### src/rtl/seg7_decade_display.sv
// Purpose : 4-digit BCD up/down counter stepped by iTICK falling edges, driving a
//           multiplexed active-low 7-segment display with optional leading-zero blanking.
// Latency : oBCD/oCARRY update on the iCLK falling edge that samples the step; oSEG/oAN registered.
// Backpressure: none; steps seen while iEN=0 are dropped, never queued.
//
// Ports:
//   iCLK   - system clock; all state changes on its falling edge
//   iRST   - synchronous active-high reset
//   iTICK  - square-wave time base; each falling edge is one step event
//   iEN    - count enable, sampled in the event cycle
//   iUP    - direction (1 = up, 0 = down), sampled in the event cycle
//   oBCD   - current count {d3,d2,d1,d0}
//   oCARRY - one-cycle pulse while oBCD shows a wrapped value
//   oSEG   - segments {g,f,e,d,c,b,a}, active-low
//   oAN    - digit anodes, one-hot active-low, bit n = digit n
module seg7_decade_display #(
  parameter int REFRESH_DIV = 50000,
  parameter int BLANK_LZ    = 1
) (
  input  logic        iCLK,
  input  logic        iRST,
  input  logic        iTICK,
  input  logic        iEN,
  input  logic        iUP,
  output logic [15:0] oBCD,
  output logic        oCARRY,
  output logic [6:0]  oSEG,
  output logic [3:0]  oAN
);

  // A divider of 1 still needs a 1-bit counter so the terminal compare is legal.
  localparam int REF_W = (REFRESH_DIV > 1) ? $clog2(REFRESH_DIV) : 1;
  localparam logic [REF_W-1:0] REF_LAST = REF_W'(REFRESH_DIV - 1);

  localparam logic [6:0] SEG_BLANK = 7'b1111111;

  // Segment decode for one BCD digit, gfedcba active-low.
  function automatic logic [6:0] decodeDigit(input logic [3:0] dig);
    logic [6:0] seg;
    case (dig)
      4'd0:    seg = 7'b1000000;
      4'd1:    seg = 7'b1111001;
      4'd2:    seg = 7'b0100100;
      4'd3:    seg = 7'b0110000;
      4'd4:    seg = 7'b0011001;
      4'd5:    seg = 7'b0010010;
      4'd6:    seg = 7'b0000010;
      4'd7:    seg = 7'b1111000;
      4'd8:    seg = 7'b0000000;
      4'd9:    seg = 7'b0010000;
      default: seg = SEG_BLANK;
    endcase
    return seg;
  endfunction

  // ---------------------------------------------------------------------------
  // State
  // ---------------------------------------------------------------------------
  logic             rTickD;
  logic [3:0][3:0]  bcdQ;
  logic [REF_W-1:0] refCnt;
  logic [1:0]       sel;

  // ---------------------------------------------------------------------------
  // Step detection
  // ---------------------------------------------------------------------------
  logic stepEvt;
  logic doStep;

  // Falling edge of iTICK relative to the registered copy; rTickD resets to 0 so
  // the first cycle after reset can never look like a fall.
  assign stepEvt = rTickD & ~iTICK;
  assign doStep  = stepEvt & iEN;

  // ---------------------------------------------------------------------------
  // Decade counter next value
  // ---------------------------------------------------------------------------
  logic [3:0][3:0] bcdStep;
  logic            wrapStep;

  // Ripple the carry/borrow from d0 upward. If it leaves d3 the whole count
  // wrapped (9999->0000 or 0000->9999).
  always_comb begin
    logic ripple;
    bcdStep = bcdQ;
    ripple  = 1'b1;
    for (int i = 0; i < 4; i++) begin
      if (ripple) begin
        if (iUP) begin
          if (bcdQ[i] >= 4'd9) begin
            bcdStep[i] = 4'd0;
          end else begin
            bcdStep[i] = bcdQ[i] + 4'd1;
            ripple     = 1'b0;
          end
        end else begin
          if (bcdQ[i] == 4'd0) begin
            bcdStep[i] = 4'd9;
          end else begin
            bcdStep[i] = bcdQ[i] - 4'd1;
            ripple     = 1'b0;
          end
        end
      end
    end
    wrapStep = ripple;
  end

  logic [3:0][3:0] bcdNext;
  logic            carryNext;

  assign bcdNext   = doStep ? bcdStep : bcdQ;
  assign carryNext = doStep & wrapStep;

  // ---------------------------------------------------------------------------
  // Refresh scan next state
  // ---------------------------------------------------------------------------
  logic             refTerm;
  logic [REF_W-1:0] refNext;
  logic [1:0]       selNext;

  always_comb begin
    refTerm = (refCnt == REF_LAST);
    refNext = refTerm ? '0 : refCnt + REF_W'(1);
    selNext = refTerm ? sel + 2'd1 : sel;
  end

  // ---------------------------------------------------------------------------
  // Display outputs next value
  // ---------------------------------------------------------------------------
  // Segments and anodes are both computed from the *next* count and *next*
  // select, so a step and a scan advance in the same cycle land together and
  // the digit shown always matches the anode driven.
  logic [3:0] leadZero;
  logic [3:0] digSel;
  logic [6:0] segNext;
  logic [3:0] anNext;

  always_comb begin
    // leadZero[n] = digit n and every higher digit are zero.
    leadZero[3] = (bcdNext[3] == 4'd0);
    leadZero[2] = leadZero[3] & (bcdNext[2] == 4'd0);
    leadZero[1] = leadZero[2] & (bcdNext[1] == 4'd0);
    leadZero[0] = 1'b0;  // digit 0 always shows

    digSel = bcdNext[selNext];
    if ((BLANK_LZ != 0) && leadZero[selNext]) begin
      segNext = SEG_BLANK;
    end else begin
      segNext = decodeDigit(digSel);
    end

    anNext = ~(4'b0001 << selNext);
  end

  // ---------------------------------------------------------------------------
  // Registers (falling edge of iCLK)
  // ---------------------------------------------------------------------------
  // Reset wins over a coincident step: the event is simply lost.
  always_ff @(negedge iCLK) begin
    if (iRST) begin
      rTickD <= 1'b0;
      bcdQ   <= '0;
      oCARRY <= 1'b0;
      refCnt <= '0;
      sel    <= 2'd0;
      oAN    <= 4'b1110;
      oSEG   <= 7'b1000000;
    end else begin
      rTickD <= iTICK;
      bcdQ   <= bcdNext;
      oCARRY <= carryNext;
      refCnt <= refNext;
      sel    <= selNext;
      oAN    <= anNext;
      oSEG   <= segNext;
    end
  end

  assign oBCD = bcdQ;

endmodule

### config.mk
export PLATFORM = sky130hd
export DESIGN_NAME = seg7_decade_display
export DESIGN_NICKNAME = d
export VERILOG_FILES = /design/src/rtl/seg7_decade_display.sv
export SDC_FILE = /design/constraint.sdc
export NUM_CORES = 1
export LEC_CHECK = 0
export CAP_MARGIN = 15
export CORE_MARGIN = 2
export CORE_UTILIZATION = 53
export CTS_BUF_LIST = sky130_fd_sc_hd__clkbuf_8
export DETAILED_ROUTE_END_ITERATION = 7
export PLACE_DENSITY = 0.89
export SETUP_SLACK_MARGIN = 0.1
export SLEW_MARGIN = 20
export SYNTH_ARGS = -nofsm -noshare
export SYNTH_HDL_FRONTEND = slang
export SYNTH_SLANG_ARGS = --single-unit
### constraint.sdc
create_clock -name iCLK -period 3 [get_ports iCLK]
set_input_delay 0.3 -clock iCLK [delete_from_list [all_inputs] [get_ports iCLK]]
set_output_delay 0.3 -clock iCLK [all_outputs]
set_load 0.01 [all_outputs]
# Yosys cells after proc, flatten, opt, wreduce, memory -nomap -nowiden
# Memories as Yosys holds them, arrays and structs flattened.
# Cells that the tools add are included.
[word_totals]
output_inout_bits = 28
elab_cells = 82
romBits = 112
memories = 1
reg_bits = 47
[mem_list]
columns = ["memory", "depth", "width", "read_ports", "rd_clocked_by_memory_dff", "write_ports", "line", "source"]
rows = [
  ["(no name shown)", 16, 7, 1, 0, 0, "40", "case (dig)"],
]
[op_classes]
n_addsub = 10
n_eq_ne = 1
n_shift = 1
n_lt_le_gt_ge = 5
n_mux = 37
bitwise_logic = 7
n_reduce_logical = 9
[ops]
columns = ["cell", "n"]
rows = [
  ["$mux W4", 16],
  ["$logic_not A4 Y1", 7],
  ["$add A16 B1 Y16 const B", 1],
  ["$add A4 B1 Y4 const B", 4],
  ["$eq A16 B16 Y1 const B", 1],
  ["$ge A4 B4 Y1 const B", 4],
  ["$mux W1", 16],
  ["$mux W16", 1],
  ["$sub A4 B1 Y4 const B", 4],
  ["$bmux W4 S2", 1],
  ["$mux W6", 1],
  ["$and A1 B1 Y1", 5],
  ["$not A4 Y4", 1],
  ["$reduce_or A2 Y1", 2],
  ["$shl A1 B2 Y4 const A", 1],
  ["$lt A2 B3 Y1 const B", 1],
  ["$add A2 B1 Y2 const B", 1],
  ["$bmux W1 S2", 1],
  ["$mux W2", 1],
  ["$not A1 Y1", 1],
]

# Depth between registers and ports, before layout
# Gate-level depths: netlist (run 1).
[logic_depth]
ltp_word = 13
ltp_mapped = 14
depth_no_buf = 13

==> impl_metrics.tcl, run 1 <==
set metrics [dict create \
    maxCapViolCount 0 \
    vias 4107 \
    placed_cells 510 \
    grt_pass1_wl_microns 18700 \
    p_comb_frac 0.178 \
    relSlewSlack 0.503 \
    gp_congestion 0.950 \
    diodes 0 \
    fp.dieH_microns 80.4 \
    cellPowerDensity_mw_per_mm2 375 \
    grt_pass1_vias 3897 \
    intPower_mw 1.13 \
    final_core_util 0.866 \
    ys_seq_elements 47 \
    htree_levels 2 \
    seqPwrFrac 0.358 \
    design_area_sq_mm 0.00483 \
    drc 0 \
    holdBufCountCts 0 \
    stdcell_count 598 \
    ir_drop_mv 0.343 \
    worst_pin_slew_ps 743 \
    worstSetupPathType "primary input to flip-flop" \
    grt_usage 0.373 \
    synthArstFlopShare 0 \
    grt-ovfl-total 0 \
    fillers 261 \
    antenna_found_initial 0 \
    worst_slack_ps -1100 \
    cts_sinks 47 \
    ant_nets 0 \
    drive_above_1_share 0.357 \
    clock_skew_ps 61.8 \
    path_cells "buf_6 > and3b_2 > o21ai_4 > or4_4 > and3_4 > a211oi_2 > or3_4 > inv_4 > buf_4 > ha_4 > o21ai_1 > o211ai_1 > a31oi_1" \
    cts_tree "yes" \
    cp-end-kind "flip-flop" \
    outcome "finished with violations" \
    cts_buffers 5 \
    multi_input_area_sq_mm 0.00236 \
    drt_iter0_markers 510 \
    rsz0062_at_grt "yes" \
    p_sw_mw 0.680 \
    via_per_inst 6.87 \
    synth_edf_count 0 \
    synth_fp_nets 390 \
    critPathTopFamily "simple AND/OR/NAND/NOR gates" \
    routed_wl_microns 14000 \
    root_buffer "clkbuf_8" \
    nets 548 \
    clk_path_buf_depth 2 \
    initial_utilization 0.555 \
    start_kind "primary input" \
    worstPathRequired_ps 1810 \
    cpMaxStageDelayCell "or4_4" \
    syn_area_per_cell_sq_um 8.43 \
    violations "negative setup slack" \
    fin_hold_ws_ps 500 \
    port_buffers 32 \
    totalNegativeSetupSlack_ps -7990 \
    placementRows 27 \
    max_stage_delay_ps 520 \
    hold_path.class "flip-flop to flip-flop" \
    yosys_warnings 0 \
    power.leakage_nw 2.19 \
    io_pins 33 \
    dp_hpwl_microns 6110 \
    syn_inst 367 \
    syn_to_final_growth_pct 56.0 \
    placed_area_sq_mm 0.00396 \
    syn_area_sq_mm 0.00309 \
    synth_area_leader_cell "dfxtp_1" \
    setup_violations 13 \
    ys.flop_type "dfxtp_1" \
    die_w_microns 80.4 \
    synth.distinct_cells 81 \
    core_sq_mm 0.00557 \
    grt_max_degree 18 \
    dieArea_sq_mm 0.00646 \
    maxSlewViolCount 0 \
    synth_top_area_share 0.304 \
    clkTransAtPathRegs_ps 50 \
    sw_frac_of_total 0.376 \
    power_frac_clock 0.463 \
    clock_latency_ps 420 \
    critical_path_buf_inv_count 3 \
    regArea_sq_um 952 \
    cp_max_fo 3 \
    wire_per_inst_microns 23.4 \
    ys_seq_area_frac 0.304 \
    critical_path_arrival_ps 2910 \
    hold_viol 0 \
    dr.pass1.iters 8 \
    total_power_mw 1.81 \
    dp_slack_ps -1750 \
    ys_top_cells_by_area "dfxtp_1 30%, ha_1 7.3%, nor2_1 5.5%" \
]
==> state kept, by name, summed over array words and instances, names as in the netlist <==
signal  count
oBCD       16
refCnt     16
oSEG        7
oAN         4
sel         2
oCARRY      1
rTickD      1
==> synthesized netlist by cell type (all sizes together) (5+ instances only) <==
| master | instances |
|---|---|
| xor2 | 9 |
| o21ai | 23 |
| buf | 7 |
| nor3 | 6 |
| nand2 | 20 |
| mux2i | 5 |
| inv | 22 |
| clkbuf | 11 |
| nand3 | 6 |
| or3 | 9 |
| a211o | 5 |
| o311ai | 5 |
| xnor2 | 9 |
| ha | 18 |
| nor2 | 45 |
| a21oi | 15 |
| and3 | 9 |
| dfxtp | 47 |
| a31oi | 7 |
| a211oi | 7 |
==> logic make-up (layout without fill, tap and decap cells) <==
logic type	Yosys count	after routing	synth area share
simple gates	140	141	0.264
xor+xnor	18	18	0.0534
flops	47	47	0.304
fa+ha+maj	18	18	0.0728
compound gates	94	94	0.218
mux	9	9	0.0307
buf+inv	41	199	0.0570
==> final timing paths <==
check | slack (ps) | start | endpoint | depth (start not counted)
worst max-delay path | -1100 | iTICK | oSEG[4]$_SDFF_NP0_ | 13
worst min register to register | 500 | refCnt[0]$_SDFF_NP0_ | refCnt[0]$_SDFF_NP0_ | 1
worst max register to register | -930 | oBCD[5]$_SDFF_NP0_ | oSEG[4]$_SDFF_NP0_ | 15
worst min-delay path | 500 | refCnt[0]$_SDFF_NP0_ | refCnt[0]$_SDFF_NP0_ | 1
==> metal layers <==
| layer | vias up | wire length [microns] | GRT usage |
|---|---|---|---|
| met5 | - | 0 | 0 |
| met4 | 0 | 1200 | 0.232 |
| met3 | 143 | 1680 | 0.0899 |
| met2 | 432 | 6180 | 0.620 |
| met1 | 1878 | 4920 | 0.429 |
| li1 | 1654 | - | - |
==> power by group through the flow <==
stage          clock [mW]  combinational, mW  sequential [mW]
2_1_floorplan      0.0974              0.132            0.667
3_3_place_gp       0.0974              0.217            0.660
3_5_place_dp       0.0974              0.227            0.660
4_1_cts             0.776              0.264            0.650
5_1_grt             0.892              0.335            0.649
6_report            0.839              0.323            0.649
==> area by class of cell <==
class / instances / share of cell area
Inverter: 22 / 0.0187
Sequential cell: 47 / 0.197
Multi-Input combinational cell: 280 / 0.489
Clock inverter: 50 / 0.0474
Tap cell: 72 / 0.0187
Clock buffer: 5 / 0.0143
Timing Repair Buffer: 122 / 0.214
==> cells in the final DEF, fill, tap and decap left out, types with 4 or more instances in the layout <==
| cell | count |
|---|---|
| xnor2_1 | 8 |
| ha_4 | 4 |
| clkbuf_2 | 5 |
| inv_1 | 64 |
| a31oi_1 | 6 |
| nor2_1 | 37 |
| mux2_4 | 4 |
| or3_1 | 5 |
| a211o_1 | 4 |
| and3_1 | 6 |
| xor2_1 | 8 |
| nand2_1 | 19 |
| nor3b_1 | 4 |
| nor2_2 | 6 |
| nand4_1 | 4 |
| dfxtp_1 | 42 |
| mux2i_1 | 4 |
| a21oi_1 | 12 |
| clkbuf_8 | 5 |
| dlygate4sd2_1 | 21 |
| a211oi_2 | 4 |
| nand2b_1 | 4 |
| o21ai_0 | 19 |
| nand3_1 | 5 |
| ha_1 | 13 |
| nor3_1 | 4 |
| buf_6 | 24 |
| buf_4 | 68 |
==> timing repair <==
action                                  in CTS  in global routing
pin swaps                                   19                 17
buffers inserted                            20                 15
endpoints found under the setup margin      52                 26
gates resized for setup                     98                 47
gates cloned                                 0                  1
(Power assumes the default switching activity.)
==> run 2: changes to the inputs <==
- HOLD_SLACK_MARGIN: unset -> 0.03
- SKIP_LAST_GASP: unset -> 1
==> run 2 against run 1 <==
Against the previous run: global-route usage decreased by 0.19 points; register-to-register slack improved by 380 ps; routed wire length shrank 2.1%; die area unchanged; sequential cell count is the same; setup slack improved by 19 ps; core utilization shrank 2.2 points; clock power is 3.0% higher; the flow still finishes with violations (negative setup slack); critical path depth is 3 higher.
==> impl_metrics.tcl, run 2 (synthesized netlist as in run 1, its figures left out) <==
set metrics [dict create \
    totalNegativeSetupSlack_ps -8240 \
    grt-ovfl-total 0 \
    ff2ff_setup_slack_ps -550 \
    design_area_sq_mm 0.00470 \
    clkTransAtPathRegs_ps 50 \
    cts_buffers 5 \
    dieArea_sq_mm 0.00646 \
    cellPowerDensity_mw_per_mm2 388 \
    r2r-start "oBCD[5]$_SDFF_NP0_" \
    fillers 287 \
    path_cells "buf_12 > buf_6 > nor4b_4 > a31oi_4 > nor4_4 > buf_6 > buf_6 > buf_6 > nor2_4 > a211oi_1 > a211o_1 > inv_2 > ha_4 > inv_2 > mux2i_1 > o311ai_1" \
    root_buffer "clkbuf_8" \
    dp_hpwl_microns 6110 \
    critical_path_arrival_ps 2850 \
    hold_viol 0 \
    via_per_inst 6.79 \
    routed_wl_microns 13700 \
    critical_path_buf_inv_count 7 \
    worstPathRequired_ps 1770 \
    grt_pass1_wl_microns 18500 \
    grt_max_degree 18 \
    diodes 0 \
    die_w_microns 80.4 \
    worstSetupPathType "primary input to flip-flop" \
    cp_max_fo 5 \
    final_common_cell "buf_4" \
    max_stage_delay_ps 360 \
    ir_drop_mv 0.289 \
    syn_to_final_growth_pct 52.0 \
    vias 4018 \
    gr-usage-met2 0.627 \
    nets 542 \
    cts_sinks 47 \
    fp.dieH_microns 80.4 \
    outcome "finished with violations" \
    grt_pass1_vias 3817 \
    busiest_layer "met2" \
    drive_above_1_share 0.335 \
    clock_skew_ps 60.2 \
    worst-path-stages 16 \
    placed_area_sq_mm 0.00396 \
    fin_hold_ws_ps 513 \
    wire_per_inst_microns 23.1 \
    cp_common_cell "buf_6" \
    hold_path.class "flip-flop to flip-flop" \
    worst_slack_ps -1080 \
    cpMaxStageDelayCell "nor4b_4" \
    layout_common_cells "65 x buf_4, 64 x inv_1, 42 x dfxtp_1" \
    core_sq_mm 0.00557 \
    final_core_util 0.844 \
    violations "negative setup slack" \
    ant_nets 0 \
    placementRows 27 \
    grt_usage 0.371 \
    cp-end-kind "flip-flop" \
    critPathLaunch "iUP" \
    r2r_end "oSEG[5]$_SDFF_NP0_" \
    grt_use_met1 0.409 \
    crit_path_end "oSEG[5]$_SDFF_NP0_" \
    setup_violations 13 \
    drt_iter0_markers 578 \
    worst_pin_slew_ps 670 \
    gp_congestion 0.950 \
    htree_levels 2 \
    cts_tree "yes" \
    relSlewSlack 0.553 \
    critPathTopFamily "compound AO/OA/AOI/OAI gates" \
    drc 0 \
    initial_utilization 0.555 \
    rsz0062_at_grt "yes" \
    maxSlewViolCount 0 \
    antenna_found_initial 0 \
    clock_latency_ps 430 \
    port_buffers 32 \
    io_pins 33 \
    clk_path_buf_depth 2 \
    grt_util_met3 0.101 \
    r2r_cells 13 \
    start_kind "primary input" \
    dr.pass1.iters 7 \
    maxCapViolCount 0 \
    power.leakage_nw 2.14 \
]
[run 2: changes by cell type in the layout (fill, tap and decap cells not counted), moves of 2 or more]
cell,previous run,this run
buf_2,1,3
buf_4,68,65
buf_6,24,19
nor2_1,37,40
nor2_2,6,4
[run 2: final cells by class]
| class | count | area (sq um) | share of cell area |
|---|---|---|---|
| multi-input combinational | 279 | 2300 | 0.488 |
| timing repair buffer | 117 | 976 | 0.208 |
| sequential | 47 | 952 | 0.202 |
| clock inverter | 50 | 229 | 0.0487 |
| inverter | 22 | 90.1 | 0.0192 |
| tap | 72 | 90.1 | 0.0192 |
| clock buffer | 5 | 68.8 | 0.0146 |
[run 2: repair_timing]
action,CTS,global route
hold buffers,0,0
setup endpoints to repair,52,27
cloned,0,0
setup buffers,20,10
hold endpoints to repair,0,0
gates resized for setup,93,39
pin swaps,18,18
[run 2: per-layer routing]
metal	share of wire	vias up
met5	0	-
met4	0.086	0
met3	0.10	135
met2	0.47	408
met1	0.34	1835
li1	-	1640
[run 2: stage by stage]
step                setup WS (ps)  cells  power (mW)
global route                -1160    592        1.87
finish                      -1080    592        1.82
floorplan                    -933    367       0.897
global placement            -1600    510       0.974
detailed placement          -1750    510       0.985
CTS                          -897    584        1.69
[run 2: worst min path at each step]
stage,slack [ps],start,cells after the start,endpoint
6_report,510,refCnt[0]$_SDFF_NP0_,1,refCnt[0]$_SDFF_NP0_
5_1_grt,520,refCnt[0]$_SDFF_NP0_,1,refCnt[0]$_SDFF_NP0_
4_1_cts,480,refCnt[0]$_SDFF_NP0_,1,refCnt[0]$_SDFF_NP0_
3_5_place_dp,460,refCnt[0]$_SDFF_NP0_,1,refCnt[0]$_SDFF_NP0_
3_3_place_gp,430,refCnt[0]$_SDFF_NP0_,1,refCnt[0]$_SDFF_NP0_
2_1_floorplan,410,refCnt[0]$_SDFF_NP0_,1,refCnt[0]$_SDFF_NP0_
[run 2: power by group]
group	leakage [nW]	switching [mW]	internal [mW]
registers	0.384	0.0101	0.639
clock network	0.313	0.521	0.343
logic	1.44	0.168	0.143
